### src/rtl/jogo_rodadas_unidade_controle.sv
// ---------------------------------------------------------------------------
// jogo_rodadas_unidade_controle
//
// Moore control unit for the memory game. The game runs in rounds. In round N
// the player must replay plays 0..N, one play per memory address. This block
// drives the address counter (E), the round/limit counter (L) and the play
// register (R). It reports a win, a wrong play, or an inactivity timeout.
//
// Optional feature macro: JOGO_TIMEOUT_EN
//   defined   : an inactivity timer runs in espera_jogada. After
//               TIMEOUT_CYCLES cycles without a play the game ends in
//               fim_timeout.
//   undefined : no timer exists and espera_jogada waits forever. o_timeout
//               is tied to 0, and state code D counts as an illegal code.
//
// Parameters
//   TIMEOUT_CYCLES : cycles allowed in espera_jogada (>= 2)
//   TMR_W          : timer width, 2**TMR_W > TIMEOUT_CYCLES
//
// Ports
//   i_clock        system clock, rising edge
//   i_reset        synchronous active-high reset
//   i_iniciar      start / restart request (level)
//   i_jogada       one-cycle pulse, player made a play
//   i_igual        registered play matches memory[E]
//   i_fim_jogada   E == L, last play of the current round
//   i_fim_rodada   L == last round
//   o_zeraE/o_contaE   clear / increment address counter
//   o_zeraL/o_contaL   clear / increment round counter
//   o_zeraR/o_registraR clear / load play register
//   o_acertou, o_errou, o_timeout  end-of-game causes
//   o_pronto       game over (any end state)
//   o_db_estado    current state code
//
// state          | code | meaning
// ---------------+------+------------------------------------------------
// inicial        |  0   | idle, waiting for iniciar
// preparacao     |  1   | clear counters and play register
// inicia_rodada  |  2   | restart address counter for a new round
// espera_jogada  |  4   | waiting for the player's play
// registra       |  5   | load the play register
// compara        |  6   | evaluate comparator / end-of-round flags
// proxima_jogada |  7   | advance address counter
// proxima_rodada |  8   | advance round counter
// fim_acertos    |  C   | all rounds replayed correctly
// fim_timeout    |  D   | player took too long
// fim_erro       |  E   | wrong play
// ---------------------------------------------------------------------------
module jogo_rodadas_unidade_controle #(
    parameter int TIMEOUT_CYCLES = 5000,
    parameter int TMR_W          = 13
) (
    input  logic       i_clock,
    input  logic       i_reset,
    input  logic       i_iniciar,
    input  logic       i_jogada,
    input  logic       i_igual,
    input  logic       i_fim_jogada,
    input  logic       i_fim_rodada,
    output logic       o_zeraE,
    output logic       o_contaE,
    output logic       o_zeraL,
    output logic       o_contaL,
    output logic       o_zeraR,
    output logic       o_registraR,
    output logic       o_acertou,
    output logic       o_errou,
    output logic       o_timeout,
    output logic       o_pronto,
    output logic [3:0] o_db_estado
);

    typedef enum logic [3:0] {
        INICIAL        = 4'h0,
        PREPARACAO     = 4'h1,
        INICIA_RODADA  = 4'h2,
        ESPERA_JOGADA  = 4'h4,
        REGISTRA       = 4'h5,
        COMPARA        = 4'h6,
        PROXIMA_JOGADA = 4'h7,
        PROXIMA_RODADA = 4'h8,
        FIM_ACERTOS    = 4'hC,
        FIM_TIMEOUT    = 4'hD,
        FIM_ERRO       = 4'hE
    } estado_t;

    estado_t r_estado;
    estado_t w_proximo;
    logic    w_expirou;

    // An illegal parameter combination produces this empty named block. It
    // shows up in the elaborated hierarchy and keeps both parameters
    // referenced in every build.
    if (TIMEOUT_CYCLES < 2 || TMR_W < 2 ||
        (64'd1 << TMR_W) <= 64'(TIMEOUT_CYCLES)) begin : g_parametros_invalidos
    end

`ifdef JOGO_TIMEOUT_EN
    localparam logic [TMR_W-1:0] TMR_ULTIMO = TMR_W'(TIMEOUT_CYCLES - 1);

    logic [TMR_W-1:0] r_timer;

    // The timer counts only while waiting for a play. It clears in every
    // other state, so each visit to espera_jogada starts from 0.
    always_ff @(posedge i_clock) begin
        if (i_reset) begin
            r_timer <= '0;
        end else if (r_estado == ESPERA_JOGADA) begin
            r_timer <= r_timer + TMR_W'(1);
        end else begin
            r_timer <= '0;
        end
    end

    assign w_expirou = (r_timer == TMR_ULTIMO);
`else
    assign w_expirou = 1'b0;
`endif

    always_ff @(posedge i_clock) begin
        if (i_reset) begin
            r_estado <= INICIAL;
        end else begin
            r_estado <= w_proximo;
        end
    end

    always_comb begin
        w_proximo = INICIAL;
        case (r_estado)
            INICIAL:        w_proximo = i_iniciar ? PREPARACAO : INICIAL;
            PREPARACAO:     w_proximo = INICIA_RODADA;
            INICIA_RODADA:  w_proximo = ESPERA_JOGADA;
            // A play in the same cycle as expiry takes priority over the timeout.
            ESPERA_JOGADA: begin
                if (i_jogada)       w_proximo = REGISTRA;
                else if (w_expirou) w_proximo = FIM_TIMEOUT;
                else                w_proximo = ESPERA_JOGADA;
            end
            REGISTRA:       w_proximo = COMPARA;
            COMPARA: begin
                if (!i_igual)          w_proximo = FIM_ERRO;
                else if (!i_fim_jogada) w_proximo = PROXIMA_JOGADA;
                else if (!i_fim_rodada) w_proximo = PROXIMA_RODADA;
                else                   w_proximo = FIM_ACERTOS;
            end
            PROXIMA_JOGADA: w_proximo = ESPERA_JOGADA;
            PROXIMA_RODADA: w_proximo = INICIA_RODADA;
            FIM_ACERTOS:    w_proximo = i_iniciar ? PREPARACAO : FIM_ACERTOS;
            FIM_ERRO:       w_proximo = i_iniciar ? PREPARACAO : FIM_ERRO;
`ifdef JOGO_TIMEOUT_EN
            FIM_TIMEOUT:    w_proximo = i_iniciar ? PREPARACAO : FIM_TIMEOUT;
`endif
            default:        w_proximo = INICIAL;
        endcase
    end

    always_comb begin
        o_zeraE     = 1'b0;
        o_contaE    = 1'b0;
        o_zeraL     = 1'b0;
        o_contaL    = 1'b0;
        o_zeraR     = 1'b0;
        o_registraR = 1'b0;
        o_acertou   = 1'b0;
        o_errou     = 1'b0;
        o_timeout   = 1'b0;
        o_pronto    = 1'b0;
        o_db_estado = r_estado;

        o_zeraE     = (r_estado == INICIAL) || (r_estado == PREPARACAO) ||
                      (r_estado == INICIA_RODADA);
        o_zeraL     = (r_estado == INICIAL) || (r_estado == PREPARACAO);
        o_zeraR     = (r_estado == INICIAL) || (r_estado == PREPARACAO);
        o_registraR = (r_estado == REGISTRA);
        o_contaE    = (r_estado == PROXIMA_JOGADA);
        o_contaL    = (r_estado == PROXIMA_RODADA);
        o_acertou   = (r_estado == FIM_ACERTOS);
        o_errou     = (r_estado == FIM_ERRO);
`ifdef JOGO_TIMEOUT_EN
        o_timeout   = (r_estado == FIM_TIMEOUT);
`endif
        o_pronto    = o_acertou | o_errou | o_timeout;
    end

endmodule

### config.mk
export PLATFORM = sky130hd
export DESIGN_NAME = jogo_rodadas_unidade_controle
export DESIGN_NICKNAME = d
export VERILOG_FILES = /design/src/rtl/jogo_rodadas_unidade_controle.sv
export SDC_FILE = /design/constraint.sdc
export NUM_CORES = 1
export LEC_CHECK = 0
export BUFFER_PORTS_ARGS = -buffer_cell sky130_fd_sc_hd__buf_4
export CORE_AREA = 5 5 42 44
export DETAILED_ROUTE_END_ITERATION = 10
export DIE_AREA = 0 0 47 49
export HOLD_SLACK_MARGIN = 0.15
export PLACE_DENSITY = 0.63
export SLEW_MARGIN = 20
export SYNTH_ARGS = -nofsm -noshare
export SYNTH_HDL_FRONTEND = slang
export SYNTH_SLANG_ARGS = --single-unit
### constraint.sdc
create_clock -name i_clock -period 1.1 [get_ports i_clock]
set_input_delay 0.165 -clock i_clock [delete_from_list [all_inputs] [get_ports i_clock]]
set_output_delay 0.165 -clock i_clock [all_outputs]
set_load 0.03 [all_outputs]
Word-level counts from Yosys, hierarchy flattened
Index checks and enable logic that the tools add are counted.
Word-level totals
  register bits: 4
  input port bits: 7
  output and inout port bits: 14
  word-level logic and storage cells: 24
Operators by class
  equal/unequal tests: 9
  muxes and demuxes: 8
  bitwise gates (word level): 1
  reductions and logical operators: 5
Operators with widths (number)
  $pmux 4 s8: 1
  $eq 4x3->1 const B: 4
  $mux 4: 4
  $eq 4x4->1 const B: 3
  $eq 4x1->1 const B: 1
  $eq 4x2->1 const B: 1
  $logic_not 4->1: 1
  $reduce_or 2->1: 2
  $mux 3: 1
  $logic_or 1x1->1: 2
  $mux 1: 2
  $or 1x1->1: 1

Depth between registers and ports, before layout
Gate-level depths: netlist of run 1.
  word-level depth: 4
  gate-level depth with buffers: 4
  mapped depth without buffers: 3

Least setup slack after synthesis of run 1
OpenSTA, ideal clock, no wires.
  path kind: flip-flop to output port
  start point: register r_estado[3] (netlist: o_db_estado[3])
  end point: output o_contaL
  arrival: 1.843 ns
  required time: 0.935 ns
  path slack: -0.908 ns
  stages on the path, launching flop included: 3
  buffers on the path: 1
  path through: dfxtp_1 buf_2 nor4b_1
Between the ends
  word-level cells in the longest chain between the ends: 1
Ends and longest elaborated chain
  start, declared: RTL line 87  | estado_t r_estado;
  start signal, assigned: RTL line 124  | r_estado <= w_proximo;
  $eq 4x4->1: RTL line 177  | o_contaL = (r_estado == PROXIMA_RODADA);
  end, declared: RTL line 63  | output logic o_contaL,
No other way between the ends.

Worst setup path after layout of run 1
  start point: register r_estado[1] (netlist: o_db_estado[1])
  end point: register r_estado[0] (netlist: o_db_estado[0])
Between the ends
  word-level cells in the longest chain between the ends: 3
  elaborated cells on any way between the ends: 13
  those cells by class: eq/ne: 9; mux: 1; reduce/logical: 3
Ends and longest elaborated chain
  $eq 4x4->1, or another cell as far along: RTL line 130  | case (r_estado)
  $reduce_or 2->1 (no source line)
  $pmux 4 s8 *: RTL line 130
Mark *: on every way between the ends. The rest lies on a longest branch, timed or not.
A chain may end at the register's enable or synchronous reset.

==> results.json, run 1 <==
{
  "postLayoutCellArea_sq_um": 1030,
  "finalWorstPathRequiredPeriod_ns": 1.38,
  "antenna_left": 0,
  "p_leak_nw": 0.460,
  "status": "complete, but fails checks",
  "fmax_ghz": 0.723,
  "grt_max_degree": 8,
  "postSynthCellCount": 46,
  "failed_checks": "setup timing",
  "critPathRequiredTime_ns": 1.24,
  "dr.pass1.iters": 3,
  "worstPathArrival_ns": 1.52,
  "cts_sinks": 4,
  "layout_common_cells": "buf_6 (28), buf_4 (20), dfxtp_4 (4)",
  "ys_ff_latch": 4,
  "cts_tree": "yes",
  "drtIter0Drc": 1,
  "grt_overflow": 0,
  "rsz0062_at_grt": "true",
  "die_y_um": 49,
  "wire_per_inst_um": 16.0,
  "viasPerCell": 4.98,
  "antenna_cells": 0,
  "drc": 0,
  "die_w_um": 47,
  "synthTopCellsByArea": "dfxtp_1 (21%), buf_6 (5.8%), a211o_1 (4.5%), a311oi_1 (4.5%), nor4b_1 (4.5%)",
  "cts_buffer_depth": 2,
  "drive_above_1_share_pct": 84.9,
  "yosysWarnings": 0,
  "vdd_drop_max_mv": 0.566,
  "ys_types": 30,
  "port_buffers": 19,
  "holdWs_ns": 0.226,
  "num_rows": 14,
  "start_util_pct": 27.5,
  "antenna_found_initial": 0,
  "clk_latency_ns": 0.25,
  "placed_area_sq_um": 701,
  "slew_viol_final": 0,
  "yosysSeqAreaShare_pct": 20.8,
  "path_class": "reg2reg",
  "cts_buffers": 3,
  "routed_wl_mm": 1.75,
  "drv_cap": 0,
  "yosysTopAreaCellShare_pct": 20.8,
  "syn_nets": 53,
  "fillers": 97,
  "start_kind": "flop",
  "ios": 21,
  "layout_commonest_cell": "buf_6",
  "cts.clk_slew.worst_paths_ns": 0.05,
  "crit_fanout": 5,
  "worstHoldPathType": "in2reg",
  "root_buffer": "clkbuf_4",
  "grt_pass1_wl_mm": 2.50,
  "timing.final.ws_setup_ns": -0.284,
  "nets": 101,
  "end_kind": "flop",
  "area_growth_pct": 168,
  "tns_ns": -3.55,
  "hold_viol_final": 0,
  "finalClockSkew_ns": 0.00254,
  "grt_util_all_layers_pct": 15.4,
  "dr_total_vias": 543,
  "grt_pass1_vias": 550,
  "syn_area_sq_um": 385,
  "hpwl_um": 965,
  "place_congestion": 0.830,
  "synth.largest_area_cell": "dfxtp_1",
  "fin_crit_sh_pct": 126,
  "pwr_density_cell_nw_per_um2": 775,
  "core_area_sq_um": 1400,
  "finalSetupViolations": 15,
  "dieArea_sq_um": 2300,
  "syn_avg_cell_area_sq_um": 8.38,
  "largest_reg_flops": 4,
  "htreeDepth": 1
}
-- critical path, cell delays in order (launching register included) --
cell and delay [ns]:
dfxtp_4 0.38, buf_6 0.12, buf_6 0.10, nand3b_4 0.07
a211o_1 0.29, a2111oi_4 0.32
-- power by group --
group / internal, mW / switching [mW]
Sequential: 0.152 / 0.0211
Clock: 0.138 / 0.0887
Combinational: 0.222 / 0.179
-- cells in the mapped netlist --
cell type and count:
nor3_1 2, nor3_2 1, nand2_1 3, and2_1 1, a311oi_1 2, a211oi_1 2, dfxtp_1 4, buf_2 2
o21ai_1 1, a211o_1 2, buf_6 2, and4bb_1 1, buf_4 2, conb_1 1, nand2b_2 1, nor2b_2 1
or3_1 2, nor3b_1 1, nand2b_1 1, nor2b_1 1, nand3b_2 1, nor4bb_1 1, a2111oi_2 1, maj3_2 1
o21bai_1 1, o21ai_0 1, inv_1 2, nor4b_1 2, nor2_1 2, nand2_2 1
-- final timing paths --
path / startpoint / slack [ns] / cells after the start / to
setup / recovery: o_db_estado[1] / -0.28 / 5 / o_db_estado[0]
hold / removal: i_iniciar / 0.23 / 3 / o_db_estado[0]
setup reg to reg: o_db_estado[1] / -0.28 / 5 / o_db_estado[0]
hold reg to reg: o_db_estado[0] / 0.61 / 2 / o_db_estado[0]
-- per-stage QoR --
step	util, %	setup WS, ns	std cells	power [mW]
floorplan	-	-0.329	46	0.335
CTS	64.0	-0.320	106	0.726
detailed placement	50.0	-0.181	91	0.439
global placement	50.0	-0.150	91	0.438
global route	73.7	-0.331	109	0.854
finish	73.7	-0.284	109	0.800
-- routing by layer --
layer / vias to the layer above / share of wire, % / wire length (um) / global-route usage, %
met4: 0 / 4.1 / 71 / 11.1
met3: 8 / 5.0 / 87 / 4.06
met1: 254 / 38 / 660 / 16.3
met2: 19 / 53 / 929 / 24.7
met5: - / 0 / 0 / 0
li1: 262 / - / - / -
-- cell families after synthesis --
family	synth area share, %
fa+ha+maj	2.92
compound gates	21.4
buf+inv	14.3
simple gates	39.6
other cells	0.973
flops	20.8
-- final cells by class --
class | instances | area (sq um) | area share (%)
Inverter | 2 | 10.0 | 0.970
Clock buffer | 4 | 26.3 | 2.55
Tap cell | 16 | 20.0 | 1.94
Sequential cell | 4 | 95.1 | 9.21
Multi-Input combinational cell | 34 | 405 | 39.3
Timing Repair Buffer | 49 | 475 | 46.1
-- timing repair --
item                                   4_1_cts  5_1_grt
hold buffers                                 1        0
setup endpoints to repair                   13       16
buffers inserted                            10        3
endpoints found under the hold margin        4        0
gates resized for setup                     25       23
pin swaps                                    8        8
(Power assumes the default switching activity.)
==> inputs of run 2 (changes only) <==
--- a/config.mk
+++ b/config.mk
@@ -5,12 +5,13 @@
 export SDC_FILE = /design/constraint.sdc
 export NUM_CORES = 1
 export LEC_CHECK = 0
+export ABC_AREA = 1
 export BUFFER_PORTS_ARGS = -buffer_cell sky130_fd_sc_hd__buf_4
 export CORE_AREA = 5 5 42 44
 export DETAILED_ROUTE_END_ITERATION = 10
 export DIE_AREA = 0 0 47 49
 export HOLD_SLACK_MARGIN = 0.15
-export PLACE_DENSITY = 0.63
+export PLACE_DENSITY = 0.59
 export SLEW_MARGIN = 20
 export SYNTH_ARGS = -nofsm -noshare
 export SYNTH_HDL_FRONTEND = slang
==> run 2 against run 1 <==
  * The flow still finishes with violations (setup timing)
  * Wire length shrank 34%
  * Sequential share of layout area grew 3.8 points
  * Clock power shrank 17%
  * Critical endpoint is now o_zeraL
  * Hold slack gained 0.0099 ns
  * Final area shrank 29%
  * Synthesized cell count grew 30%
==> results.json, run 2 <==
{
  "status": "complete, but fails checks",
  "failed_checks": "setup timing",
  "ys_types": 16,
  "root_buffer": "clkbuf_4",
  "synthTopCellsByArea": "dfxtp_1 (24%), nand2_1 (14%), nor2_1 (12%), nand3_1 (11%), inv_1 (7.9%)",
  "synth_top_family_by_area": "simple AND/OR/NAND/NOR gates",
  "synthTopCellsByCount": "nand2_1 (12), nor2_1 (11), inv_1 (7), nand3_1 (7)",
  "synth.largest_area_cell": "dfxtp_1",
  "synth-edff-count": 0,
  "crit_fanout": 6,
  "ios": 21,
  "async_reset_ff_share_pct": 0,
  "yosys.area_share.xor_xnor_pct": 0,
  "layout_commonest_cell": "buf_4",
  "r2r-start": "o_db_estado[2]",
  "synth_mux_area_share_pct": 0,
  "crit_buf_inv": 1,
  "pwr_density_cell_nw_per_um2": 935,
  "clk_latency_ns": 0.24,
  "start_kind": "flop",
  "slowest_delay_ns": 0.37,
  "antenna_left": 0,
  "viasPerCell": 4.41,
  "critPathTopFamily": "flip-flops",
  "whs_endpoint": "o_db_estado[3]",
  "drc": 0,
  "drive_above_1_share_pct": 64.0,
  "antenna_cells": 0,
  "grt_max_degree": 8,
  "worstPathArrival_ns": 1.09,
  "rsz0062_at_grt": "true",
  "critPathRequiredTime_ns": 0.94,
  "postSynthCellCount": 60,
  "grt_pass1_vias": 469,
  "synthSimpleGateAreaFrac_pct": 50.8,
  "ys.flop_type": "dfxtp_1",
  "tns_ns": -0.972,
  "antenna_found_initial": 0,
  "r2r_cells": 8,
  "rr_endpoint": "o_db_estado[2]",
  "slew_viol_final": 0,
  "syn_nets": 67,
  "drtIter0Drc": 8,
  "cts_buffer_depth": 2,
  "area_growth_pct": 119,
  "p_leak_nw": 0.378,
  "whs_path_depth": 3,
  "dieArea_sq_um": 2300,
  "grt_pass1_wl_mm": 1.86,
  "synth_adder_area_share_pct": 0,
  "hold_start": "i_fim_jogada",
  "vdd_drop_max_mv": 0.752,
  "switching_share_pct": 39.0,
  "die_y_um": 49,
  "switchingPower_mw": 0.266,
  "port_buffers": 19,
  "place_congestion": 0.736,
  "num_rows": 14,
  "cts_sinks": 4,
  "start_util_pct": 23.7,
  "cts_buffers": 3,
  "cts_tree": "yes",
  "grt_overflow": 0,
  "finalSetupViolations": 10,
  "stdcell_count": 105,
  "dr_total_vias": 463,
  "worstHoldPathType": "in2reg",
  "internal_power_mw": 0.415,
  "cts.clk_slew.worst_paths_ns": 0.04,
  "path_cells": "nor2_4 > nand3_2 > nand2_4 > buf_6",
  "power_frac_seq_pct": 27.1,
  "hpwl_um": 807,
  "post-route-util_pct": 52.0,
  "fin_crit_sh_pct": 115,
  "grt_util_all_layers_pct": 11.0,
  "cp_slowest_cell": "dfxtp_4",
  "synth_compound_area_share_pct": 6.02,
  "timing.final.ws_setup_ns": -0.160,
  "layout_common_cells": "buf_4 (15), buf_6 (12), nand2_1 (8), nor2_1 (8), inv_1 (6)",
  "wire_per_inst_um": 10.9,
  "place_inst": 95,
  "multi_input_area_sq_um": 283,
  "finalClockSkew_ns": 0.00347,
  "end_kind": "primary output",
  "synth.most_common_cell": "nand2_1",
  "hold_viol_final": 0,
  "drv_cap": 0,
  "htreeDepth": 1,
  "syn_avg_cell_area_sq_um": 5.55,
  "nets": 98,
  "routed_wl_mm": 1.15,
  "register_area_sq_um": 95.1,
  "yosysWarnings": 0,
  "fillers": 129,
  "yosysSeqAreaShare_pct": 24.1,
  "combinationalPowerShare_pct": 45.3,
  "ys_ff_latch": 4,
  "die_w_um": 47,
  "fmax_ghz": 0.794,
  "largest_reg_flops": 4,
  "path_class": "reg2out",
  "dr.pass1.iters": 4,
  "pwr-share-clk_pct": 27.6,
  "core_area_sq_um": 1400,
  "yosysTopAreaCellShare_pct": 24.1,
  "syn_area_sq_um": 333,
  "finalWorstPathRequiredPeriod_ns": 1.26,
  "rrSetupSlack_ns": -0.01,
  "pre_cts_ws_ns": 0.0326
}
-- run 2: cell count changes after synthesis, moves of 3 or more --
| cell | delta |
|---|---|
| nand2_2 | +3 |
| inv_2 | +4 |
| nand3_1 | +7 |
| nor2_1 | +9 |
| inv_1 | +5 |
| nand2_1 | +9 |
-- run 2: stage by stage --
stage	instance area [sq um]	total power, mW	hold WS, ns
floorplan	355	0.337	0.227
global placement	518	0.419	0.350
detailed placement	518	0.419	0.348
CTS	639	0.654	0.231
global route	728	0.725	0.246
finish	728	0.681	0.236
-- run 2: cell families (layout without fill, tap and decap cells) --
kind of cell | Yosys count | after routing
AO/OA/AOI/OAI | 4 | 4
buffers and inverters | 14 | 43
flip-flops | 4 | 4
other | 1 | 1
AND/OR/NAND/NOR | 37 | 37
-- run 2: worst max path at each step --
stage	start	endpoint	depth (start not counted)
after CTS	o_db_estado[3]	o_zeraL	4
after global placement	o_db_estado[2]	o_zeraL	4
final	o_db_estado[2]	o_zeraL	4
after detailed placement	o_db_estado[2]	o_zeraL	4
after global routing	o_db_estado[2]	o_zeraL	4
after floorplan	o_db_estado[2]	o_acertou	2
-- run 2: final cells by class --
| class | count | share of cell area [%] |
|---|---|---|
| multi-input cells | 42 | 38.8 |
| well taps | 16 | 2.75 |
| repair buffers | 28 | 35.4 |
| clock buffers | 3 | 3.09 |
| flip-flops and latches | 4 | 13.1 |
| inverters | 12 | 6.87 |
-- run 2: power by group through the flow --
stage / Clock, mW / Combinational [mW] / Sequential (mW)
after global routing: 0.206 / 0.332 / 0.187
after global placement: 0 / 0.241 / 0.178
after floorplan: 0 / 0.140 / 0.196
after CTS: 0.196 / 0.278 / 0.180
after detailed placement: 0 / 0.240 / 0.179
final: 0.188 / 0.308 / 0.184
-- run 2: layer usage --
layer | GRT usage, % | routed length, um | up-vias
met1 | 14.1 | 482 | 207
met3 | 2.58 | 70 | 0
li1 | - | - | 240
met2 | 15.8 | 591 | 16
met4 | 6.91 | 0 | 0
met5 | 0 | 0 | -
-- run 2: what timing repair did --
action | in CTS | in global routing
setup endpoints to repair | 9 | 13
hold buffers | 1 | 0
buffers inserted | 2 | 4
hold endpoints to repair | 4 | 0
pin swaps | 3 | 9
gates resized for setup | 20 | 14
-- run 2: worst register-to-register path: stages, from the launching register on --
cell     delay (ns)
dfxtp_4        0.37
buf_4          0.15
nand3_4        0.07
inv_2          0.04
buf_4          0.13
nand2_4        0.05
nand2_1        0.05
nor2_1         0.08
nor2_1         0.05
